--- config.mk ---
export PLATFORM = sky130hd
export DESIGN_NAME = hp_mul_arbiter
export DESIGN_NICKNAME = d
export VERILOG_FILES = /design/src/rtl/hp_mul_arbiter.sv
export SDC_FILE = /design/constraint.sdc
export NUM_CORES = 1
export LEC_CHECK = 0
export CAP_MARGIN = 20
export CORE_UTILIZATION = 53
export CTS_BUF_LIST = sky130_fd_sc_hd__clkbuf_8
export DETAILED_ROUTE_END_ITERATION = 10
export GPL_TIMING_DRIVEN = 0
export MAX_ROUTING_LAYER = met4
export PLACE_DENSITY = 0.79
export SYNTH_ARGS = -nofsm -noshare
export SYNTH_HDL_FRONTEND = slang
export SYNTH_HIERARCHICAL = 1
export SYNTH_SLANG_ARGS = --single-unit
--- constraint.sdc ---
create_clock -name i_clk -period 8.5 [get_ports i_clk]
set_input_delay 1.275 -clock i_clk [delete_from_list [all_inputs] [get_ports i_clk]]
set_output_delay 1.275 -clock i_clk [all_outputs]
set_load 0.05 [all_outputs]
--- src/rtl/hp_mul_arbiter.sv ---
// Round-robin arbiter sharing one FP16 multiplier core between two requesters.
// Optional per-requester completion counters are enabled by defining HPMUL_ARB_STATS_EN.

module hp_mul_core (
  input  logic [15:0] i_a,
  input  logic [15:0] i_b,
  output logic [15:0] o_product,
  output logic [1:0]  o_exc
);
  // Subnormal operands are treated as zero; results below the normal range flush to zero.
  logic              w_sign;
  logic              w_a_special, w_b_special, w_a_nan, w_b_nan, w_a_zero, w_b_zero;
  logic [21:0]       w_sig_prod;
  logic signed [7:0] w_exp_sum, w_exp_norm, w_exp_fin;
  logic [9:0]        w_mant;
  logic              w_guard, w_sticky, w_round_up;
  logic [10:0]       w_mant_rnd;

  assign w_sign      = i_a[15] ^ i_b[15];
  assign w_a_special = &i_a[14:10];
  assign w_b_special = &i_b[14:10];
  assign w_a_nan     = w_a_special & (|i_a[9:0]);
  assign w_b_nan     = w_b_special & (|i_b[9:0]);
  assign w_a_zero    = ~|i_a[14:10];
  assign w_b_zero    = ~|i_b[14:10];
  assign w_sig_prod  = {11'd0, 1'b1, i_a[9:0]} * {11'd0, 1'b1, i_b[9:0]};
  assign w_exp_sum   = $signed({3'b000, i_a[14:10]}) + $signed({3'b000, i_b[14:10]}) - 8'sd15;

  always_comb begin
    w_mant     = w_sig_prod[19:10];
    w_guard    = w_sig_prod[9];
    w_sticky   = |w_sig_prod[8:0];
    w_exp_norm = w_exp_sum;
    if (w_sig_prod[21]) begin
      w_mant     = w_sig_prod[20:11];
      w_guard    = w_sig_prod[10];
      w_sticky   = |w_sig_prod[9:0];
      w_exp_norm = w_exp_sum + 8'sd1;
    end
    // Round to nearest, ties to even
    w_round_up = w_guard & (w_sticky | w_mant[0]);
    w_mant_rnd = {1'b0, w_mant} + {10'd0, w_round_up};
    w_exp_fin  = w_mant_rnd[10] ? (w_exp_norm + 8'sd1) : w_exp_norm;

    o_product = {w_sign, 15'd0};
    o_exc     = 2'b00;
    if (w_a_special || w_b_special) begin
      o_exc = 2'b11;
      if (w_a_nan || w_b_nan || (w_a_special && w_b_zero) || (w_b_special && w_a_zero))
        o_product = 16'h7E00;
      else
        o_product = {w_sign, 5'h1F, 10'd0};
    end else if (w_a_zero || w_b_zero) begin
      o_product = {w_sign, 15'd0};
    end else if (w_exp_fin >= 8'sd31) begin
      o_exc     = 2'b01;
      o_product = {w_sign, 5'h1F, 10'd0};
    end else if (w_exp_fin <= 8'sd0) begin
      o_exc     = 2'b10;
      o_product = {w_sign, 15'd0};
    end else begin
      o_product = {w_sign, w_exp_fin[4:0], w_mant_rnd[9:0]};
    end
  end
endmodule

// state | meaning
// IDLE  | waiting for a request; grant offered on o_req_ready
// EXEC  | latched operands held on the core for MUL_LAT cycles
// RESP  | result registered, waiting for i_resp_ready
module hp_mul_arbiter #(
  parameter int MUL_LAT = 2,
  parameter int CNT_W   = 16
) (
  input  logic             i_clk,
  input  logic             i_rst,
  input  logic [1:0]       i_req_valid,
  output logic [1:0]       o_req_ready,
  input  logic [15:0]      i_req_a0,
  input  logic [15:0]      i_req_b0,
  input  logic [15:0]      i_req_a1,
  input  logic [15:0]      i_req_b1,
  output logic             o_resp_valid,
  input  logic             i_resp_ready,
  output logic             o_resp_id,
  output logic [15:0]      o_resp_product,
  output logic [1:0]       o_resp_exc,
  output logic             o_busy,
  output logic [CNT_W-1:0] o_op_cnt0,
  output logic [CNT_W-1:0] o_op_cnt1
);
  localparam logic [1:0] ST_IDLE = 2'd0;
  localparam logic [1:0] ST_EXEC = 2'd1;
  localparam logic [1:0] ST_RESP = 2'd2;
  localparam logic [3:0] LP_CNT_INIT = 4'(MUL_LAT - 1);

  logic [1:0]  r_state;
  logic        r_rr_ptr;
  logic [15:0] r_op_a, r_op_b;
  logic        r_id;
  logic [3:0]  r_cnt;
  logic        r_resp_valid, r_resp_id;
  logic [15:0] r_resp_product;
  logic [1:0]  r_resp_exc;

  logic [1:0]  w_grant;
  logic        w_grant_id;
  logic        w_accept;
  logic [15:0] w_core_product;
  logic [1:0]  w_core_exc;

  always_comb begin
    w_grant = 2'b00;
    case (i_req_valid)
      2'b01:   w_grant = 2'b01;
      2'b10:   w_grant = 2'b10;
      2'b11:   w_grant = r_rr_ptr ? 2'b10 : 2'b01;
      default: w_grant = 2'b00;
    endcase
  end

  assign w_grant_id  = w_grant[1];
  assign o_req_ready = ((r_state == ST_IDLE) && !i_rst) ? w_grant : 2'b00;
  assign w_accept    = |(i_req_valid & o_req_ready);

  // Core sees only the latched operands, so it can be timed as a multi-cycle path
  hp_mul_core u_core (
    .i_a       (r_op_a),
    .i_b       (r_op_b),
    .o_product (w_core_product),
    .o_exc     (w_core_exc)
  );

  always_ff @(posedge i_clk) begin
    if (i_rst) begin
      r_state        <= ST_IDLE;
      r_rr_ptr       <= 1'b0;
      r_op_a         <= 16'd0;
      r_op_b         <= 16'd0;
      r_id           <= 1'b0;
      r_cnt          <= 4'd0;
      r_resp_valid   <= 1'b0;
      r_resp_id      <= 1'b0;
      r_resp_product <= 16'd0;
      r_resp_exc     <= 2'b00;
    end else begin
      case (r_state)
        ST_IDLE: begin
          if (w_accept) begin
            r_op_a   <= w_grant_id ? i_req_a1 : i_req_a0;
            r_op_b   <= w_grant_id ? i_req_b1 : i_req_b0;
            r_id     <= w_grant_id;
            r_cnt    <= LP_CNT_INIT;
            r_rr_ptr <= ~w_grant_id;
            r_state  <= ST_EXEC;
          end
        end
        ST_EXEC: begin
          if (r_cnt == 4'd0) begin
            r_resp_product <= w_core_product;
            r_resp_exc     <= w_core_exc;
            r_resp_id      <= r_id;
            r_resp_valid   <= 1'b1;
            r_state        <= ST_RESP;
          end else begin
            r_cnt <= r_cnt - 4'd1;
          end
        end
        ST_RESP: begin
          if (i_resp_ready) begin
            r_resp_valid <= 1'b0;
            r_state      <= ST_IDLE;
          end
        end
        default: r_state <= ST_IDLE;
      endcase
    end
  end

  assign o_resp_valid   = r_resp_valid;
  assign o_resp_id      = r_resp_id;
  assign o_resp_product = r_resp_product;
  assign o_resp_exc     = r_resp_exc;
  assign o_busy         = (r_state != ST_IDLE);

`ifdef HPMUL_ARB_STATS_EN
  localparam logic [CNT_W-1:0] LP_CNT_ONE = {{(CNT_W-1){1'b0}}, 1'b1};
  logic [CNT_W-1:0] r_op_cnt0, r_op_cnt1;

  // Saturating: a counter stuck at all-ones means "at least that many"
  always_ff @(posedge i_clk) begin
    if (i_rst) begin
      r_op_cnt0 <= '0;
      r_op_cnt1 <= '0;
    end else if (r_resp_valid && i_resp_ready) begin
      if (!r_resp_id && !(&r_op_cnt0)) r_op_cnt0 <= r_op_cnt0 + LP_CNT_ONE;
      if (r_resp_id && !(&r_op_cnt1))  r_op_cnt1 <= r_op_cnt1 + LP_CNT_ONE;
    end
  end

  assign o_op_cnt0 = r_op_cnt0;
  assign o_op_cnt1 = r_op_cnt1;
`else
  assign o_op_cnt0 = '0;
  assign o_op_cnt1 = '0;
`endif
endmodule

### Word level (Yosys, flattened, before mapping)

Index checks and enable logic that the tools add are counted.

* logic and storage cells: 94
* flip-flop bits (word level): 60
* bits of input ports: 69
* output and inout port bits: 55

* bitwise logic cells: 7
* $mul: 1
* order comparisons: 2
* muxes and demuxes: 29
* add/subtract/negate cells: 6
* equal/unequal tests: 9
* reduce and logical (&&, ||, !) cells: 30

Operators with widths (count)
* $mux W16: 4
* $mux W15: 3
* $reduce_or A10 Y1: 3
* $mul A11 B11 Y22: 1
* $mux W2: 9
* $add A8 B2 Y8 const B: 2
* $mux W8: 2
* $pmux W2 S3: 2
* $add A10 B1 Y11: 1
* $mux W10: 1
* $reduce_and A5 Y1: 2
* $reduce_or A5 Y1: 2
* $reduce_and A3 Y1: 3
* $reduce_or A9 Y1: 1
* $ge A8 B6 Y1 const B: 1
* $le A8 B1 Y1 const B: 1
* $mux W4: 2
* $ne A2 B2 Y1 const B: 4
* $pmux W4 S2: 1
* $sub A8 B5 Y8 const B: 1
* $add A5 B5 Y6: 1
* $eq A2 B2 Y1 const B: 3
* $reduce_bool A2 Y1: 3
* $logic_or A1 B1 Y1: 5
* 15 further kinds: 26

### Logic depth before layout (Yosys ltp)

* depth in word-level cells: 12
* depth in mapped cells: 35
* mapped depth without buffers: 30

### Cells and area by module

Netlist, hierarchy kept.

Modules (own cells, without submodules)
* hp_mul_core: cells each 774, area an instance 6097.1 sq um, times used 1, sequential area each 0.0 sq um
* hp_mul_arbiter: cells each 299, area an instance 2831.5 sq um, times used 1, sequential area each 1201.2 sq um

### Worst setup path after synthesis

No wires, ideal clock.

* kind: register to register
* from: reg r_op_b[4]
* to: reg r_resp_product[5], in the netlist o_resp_product[5]
* slack: 0.619 ns
* setup time: 0.070 ns
* cell stages (with the launch flop): 35
* required time: 8.430 ns
* path buffers: 5
* arrival: 7.811 ns
* cell sequence: dfxtp_1 > clkbuf_1 > nand2_1 > fa_1 > inv_1 > fa_1 > inv_1 > fa_1 > inv_1 > fa_1 > inv_1 > fa_1 > inv_1 > ha_1 > buf_2 > and4_1 > o211a_2 > nor4_4 > nor2_1 > clkbuf_1 > buf_1 > nor2_1 > a21oi_1 > ha_1 > inv_1 > a2111o_1 > nor3b_4 > nand4_4 > nor3_2 > o21ai_2 > or3_1 > buf_6 > a2111oi_2 > nand3_1 > a21oi_1

* cells in the longest elaborated chain, start to end: 12
* elaborated cells on any way between the ends: 18
* those cells by class: add/sub (2); mul (1); order compare (2); mux (9); bitwise (2); reduce/logical (2)

Ends and longest elaborated chain
* start, declared: line 99 `logic [15:0] r_op_a, r_op_b;`
* start signal, assigned: line 151 `r_op_b <= w_grant_id ? i_req_b1 : i_req_b0;`
* $mul A11 B11 Y22 (*): line 26 `assign w_sig_prod = {11'd0, 1'b1, i_a[9:0]} * {11'd0, 1'b1, i_b[9:0]};`
* $reduce_or A10 Y1 or $reduce_or A9 Y1 (tied branches): line 37, 32
* $mux W1: line 34 `if (w_sig_prod[21]) begin`
* $or A1 B1 Y1: line 41 `w_round_up = w_guard & (w_sticky | w_mant[0]);`
* $and A1 B1 Y1: line 41
* $add A10 B1 Y11: line 42 `w_mant_rnd = {1'b0, w_mant} + {10'd0, w_round_up};`
* $mux W8: line 43 `w_exp_fin = w_mant_rnd[10] ? (w_exp_norm + 8'sd1) : w_exp_norm;`
* $le A8 B1 Y1: line 58 `end else if (w_exp_fin <= 8'sd0) begin`
* $mux W15: line 58
* $mux W15 (*): line 55 `end else if (w_exp_fin >= 8'sd31) begin`
* $mux W15 (*): line 53 `end else if (w_a_zero || w_b_zero) begin`
* $mux W16 (*): line 47 `if (w_a_special || w_b_special) begin`
* net w_core_product[5]: line 109 `logic [15:0] w_core_product;`
* end signal, assigned: line 160 `r_resp_product <= w_core_product;`
* end, declared: line 103 `logic [15:0] r_resp_product;`

Mark *: on every way through the listed nets, which the timed path passes. The rest lies on a longest branch.
A chain may end at the register's enable or synchronous reset.

### Worst setup path after layout

* from: reg r_op_b[5]
* to: reg r_resp_product[0], in the netlist o_resp_product[0]

The elaborated chain is that of the path after synthesis.

==> report_table.html <==
<table>
<tr><th>Metric</th><th>Value</th></tr>
<tr><th colspan="2">Status</th></tr>
<tr><td>Result of the run</td><td>finished, final reports clean</td></tr>
<tr><th colspan="2">Power and ir drop</th></tr>
<tr><td>Power Dens Cells</td><td>between 150 and 200 mW/mm^2</td></tr>
<tr><td>Leakage power summed over all cells</td><td>about 4.8 nW</td></tr>
<tr><td>Highest ir drop seen on vdd</td><td>between 100 and 150 uV</td></tr>
<tr><th colspan="2">Die</th></tr>
<tr><td>DIE HEIGHT</td><td>132 um</td></tr>
<tr><td>I/O pin cnt</td><td>about 120</td></tr>
<tr><td>Area enclosed by the die boundary</td><td>approximately 0.017 mm^2</td></tr>
<tr><td>Starting Density</td><td>about 54%</td></tr>
<tr><td>Die width</td><td>between 100 and 150 um</td></tr>
<tr><td>Number of core rows</td><td>47</td></tr>
<tr><td>Floorplan core area</td><td>about 0.017 mm^2</td></tr>
<tr><th colspan="2">Clock network</th></tr>
<tr><td>CTS clk-pin slew, worst paths</td><td>0.09 ns</td></tr>
<tr><td>Clock Tree Buf Depth</td><td>2</td></tr>
<tr><td>CTS H-tree depth</td><td>3</td></tr>
<tr><td>Clock root buffer master</td><td>clkbuf_8</td></tr>
<tr><td>TritonCTS sink count</td><td>60</td></tr>
<tr><td>CTS tree</td><td>yes</td></tr>
<tr><td>Number of hold buffers added after cts</td><td>0</td></tr>
<tr><td>TritonCTS Buffers</td><td>9</td></tr>
<tr><td>Clock latency at the later pin of the worst-skew pair</td><td>0.36 ns</td></tr>
<tr><th colspan="2">Setup path</th></tr>
<tr><td>Endpoint arrival time on the critical path</td><td>8.42 ns</td></tr>
<tr><td>Cell repeated most along the worst path</td><td>fa_1</td></tr>
<tr><td>Worst stage delay on the critical path</td><td>0.57 ns</td></tr>
<tr><td>WP data required</td><td>8.78 ns</td></tr>
<tr><td>Slowest cell on the critical path</td><td>fa_1</td></tr>
<tr><td>Cell family with most CP delay</td><td>adder cells</td></tr>
<tr><td>Startpoint of the most critical register-to-register path</td><td>r_op_b[5]</td></tr>
<tr><td>Number of cell instances on the worst register-to-register path</td><td>29</td></tr>
<tr><td>Worst Setup Path Type</td><td>reg -&gt; reg</td></tr>
<tr><td>Maximum net fanout on the critical path</td><td>14</td></tr>
<tr><td>Reg-to-reg slack, setup</td><td>approximately 0.36 ns</td></tr>
<tr><td>Buffer and inverter count on the worst path</td><td>6</td></tr>
<tr><td>End of the worst register-to-register path</td><td>o_resp_product[0]</td></tr>
<tr><td>CP Capture Type</td><td>flop</td></tr>
<tr><td>Type of element launching the critical path</td><td>flop</td></tr>
<tr><th colspan="2">Timing</th></tr>
<tr><td>Post-route worst setup slack</td><td>0.363 ns</td></tr>
<tr><td>Final Max Slew Viols</td><td>0</td></tr>
<tr><td>Clock Skews</td><td>0.0140 ns</td></tr>
<tr><td>Worst slew margin relative to its limit</td><td>45.1%</td></tr>
<tr><td>Final setup TNS</td><td>0 ns</td></tr>
<tr><td>Shortest clock period the worst path allows after layout</td><td>8.14 ns</td></tr>
<tr><td>Highest attainable clock frequency</td><td>123 MHz</td></tr>
<tr><td>Hold violation count in the final report</td><td>0</td></tr>
<tr><td>Tightest Pin Transition</td><td>0.818 ns</td></tr>
<tr><td>Final setup violation count</td><td>0</td></tr>
<tr><td>Portion of the clock cycle consumed by the worst path in the final layout</td><td>95.7%</td></tr>
<tr><th colspan="2">Logic synthesis</th></tr>
<tr><td>Yosys cell types</td><td>91</td></tr>
<tr><td>Post-synthesis sequential area ratio</td><td>13.5%</td></tr>
<tr><td>Count of flip-flops with a built-in enable after synthesis</td><td>0</td></tr>
<tr><td>Cell area after technology mapping</td><td>0.00893 mm^2</td></tr>
<tr><td>Async set or reset register ratio after synthesis</td><td>0%</td></tr>
<tr><td>Number of cells produced by synthesis</td><td>1073</td></tr>
<tr><td>Average instance area after synthesis</td><td>8.32 um^2</td></tr>
<tr><td>Number of flip-flops and latches in the synthesized netlist</td><td>60</td></tr>
<tr><td>Dominant register cell in the synthesized netlist</td><td>dfxtp_1</td></tr>
<tr><td>Number of warnings issued by yosys</td><td>6</td></tr>
<tr><th colspan="2">Worst hold path</th></tr>
<tr><td>Path category of the worst min-delay check</td><td>reg -&gt; reg</td></tr>
<tr><td>Number of cells traversed by the worst hold path</td><td>1</td></tr>
<tr><td>Destination of the worst hold path</td><td>r_id</td></tr>
<tr><td>Startpoint of the worst hold path</td><td>r_id</td></tr>
<tr><th colspan="2">Global routing</th></tr>
<tr><td>Global-route wire length before repair</td><td>about 37 mm</td></tr>
<tr><td>Vias in the first global route</td><td>between 7k and 8k</td></tr>
<tr><td>Initial antenna violation count</td><td>0</td></tr>
<tr><td>Largest net degree at the start of global routing</td><td>15</td></tr>
<tr><td>Aggregate global routing overflow</td><td>0</td></tr>
<tr><td>Total global-route track usage</td><td>26.9%</td></tr>
<tr><th colspan="2">Cells and area</th></tr>
<tr><td>Layout filler cell count</td><td>1397</td></tr>
<tr><td>Fraction of layout cells with a size suffix above 1</td><td>12.3%</td></tr>
<tr><td>Area taken by multi-input logic gates</td><td>just under 0.007 mm^2</td></tr>
<tr><td>Net count, final</td><td>1421</td></tr>
<tr><td>Area growth from synthesis to final layout</td><td>17.8%</td></tr>
<tr><td>Antenna cells</td><td>0</td></tr>
<tr><td>Sequential Area</td><td>0.00122 mm^2</td></tr>
<tr><th colspan="2">Flow run</th></tr>
<tr><td>Max-cap violation count</td><td>0</td></tr>
<tr><th colspan="2">Route</th></tr>
<tr><td>Wirelength, routed</td><td>22.1 mm</td></tr>
<tr><td>Number of design rule violations left after detail routing</td><td>0</td></tr>
<tr><td>Total iterations of the first detailed-routing run</td><td>5</td></tr>
<tr><td>Vias/cell</td><td>5.41</td></tr>
<tr><td>Vias</td><td>7708</td></tr>
<tr><td>Routed wire per std cell</td><td>approximately 15 um</td></tr>
<tr><td>Initial DRC Count</td><td>450</td></tr>
<tr><td>Remaining number of nets flagged by the antenna check after routing</td><td>0</td></tr>
<tr><th colspan="2">Placed design</th></tr>
<tr><td>Final HPWL from detailed placement</td><td>18.0 mm</td></tr>
<tr><td>Weighted congestion reported at the end of routability-driven placement</td><td>0.911</td></tr>
<tr><td>IO buf count</td><td>90</td></tr>
<tr><td>Post-placement setup slack</td><td>-0.564 ns</td></tr>
</table>
## power breakdown
part	leakage (nW)	internal [W]	switching (W)	total, W
clock	0.0844	0.000110	0.000138	0.000248
combinational	4.27	0.000501	0.000789	0.00129
sequential	0.496	0.000312	0.0000465	0.000358
## sequential cells by signal (all words and copies together), names as in the netlist
signal and flops:
o_resp_valid 1, r_op_b 16, r_cnt 4, r_id 1
o_resp_exc 2, r_op_a 16, r_state 2, o_resp_product 16
r_rr_ptr 1, o_resp_id 1
## final cells by class
class,instances,share of cell area (%)
plain buffers,78,5.05
multi-input cells,815,65.2
flip-flops and latches,60,11.6
inverters,142,5.07
clock inverters,7,0.571
well taps,220,2.62
clock buffers,9,1.18
repair buffers,93,8.78
## metrics by stage
step | area [um^2] | instances | hold WS [ns] | total power [W] | utilization, %
floorplan | 9040 | 1104 | 0.426 | 0.00132 | -
global placement | 10200 | 1414 | 0.446 | 0.00160 | 61.9
detailed placement | 10200 | 1414 | 0.453 | 0.00161 | 61.9
CTS | 10400 | 1421 | 0.477 | 0.00187 | 62.9
global route | 10500 | 1424 | 0.501 | 0.00206 | 63.7
finish | 10500 | 1424 | 0.467 | 0.00190 | 63.7
## repair_timing
item | CTS | global route
pin swaps | 0 | 2
buffers inserted | 0 | 3
resized for setup | 17 | 45
setup endpoints to repair | 17 | 17
cloned | 0 | 0
## per-layer routing
layer	vias up	GRT usage (%)	share of wire [%]
met5	-	-	0
met4	0	6.40	1.7
met3	37	3.15	4.5
met2	197	44.0	47
met1	3656	35.5	46
li1	3818	-	-
## cells by family after synthesis
logic type / synth area share (%)
adder cells (fa/ha/maj): 28.3
other: 0.0420
XOR/XNOR: 4.41
AND/OR/NAND/NOR: 20.5
buffers and inverters: 11.8
multiplexers: 5.21
AO/OA/AOI/OAI: 16.3
flip-flops: 13.5
## placed cells by master (no fill, tap or decap), types with 34 or more instances in the layout
cell	netlist	routed
fa_1	81	80
o21ai_0	36	36
and2_1	50	50
a21oi_1	55	54
ha_1	72	71
clkdlybuf4s50_1	0	90
mux2i_1	45	45
nand2_1	110	109
dfxtp_1	60	47
buf_4	35	41
nand3_1	34	34
inv_1	142	142
nor2_1	47	45
## synth_stat cells, drive strengths merged (4+ instances only)
master,instances,area share [%]
or2,4,0.31
a211o,10,0.98
clkbuf,34,1.4
o31ai,7,0.95
xnor2,29,2.8
nand3,35,2.0
ha,72,10
a21oi,60,3.7
a31oi,6,0.42
o211ai,6,0.56
and2,51,3.6
o21ai,42,2.4
xor2,16,1.6
and3,22,1.6
a21o,13,1.2
buf,53,4.4
nand2b,6,0.42
inv,142,6.0
fa,81,18
nor3,21,1.4
nor4,13,1.3
nor2,47,2.0
nand4,9,0.87
a211oi,10,1.0
nor2b,4,0.28
nor3b,5,0.66
nand2,110,4.6
mux2i,45,5.0
a21boi,6,0.59
dfxtp,60,13
a221o,12,1.3
## worst max path at each step
stage	start	end	slack, ns	cells past startpoint
after CTS	r_op_a[2]	o_resp_product[0]	0.04	32
final	r_op_b[5]	o_resp_product[0]	0.36	29
after global routing	r_op_b[9]	o_resp_product[0]	-0.03	30
after global placement	r_op_a[2]	o_resp_product[0]	-0.52	33
after detailed placement	r_op_a[1]	o_resp_product[0]	-0.56	32
after floorplan	r_op_b[4]	o_resp_product[5]	0.62	34
Power figures use the tool's default switching activity.
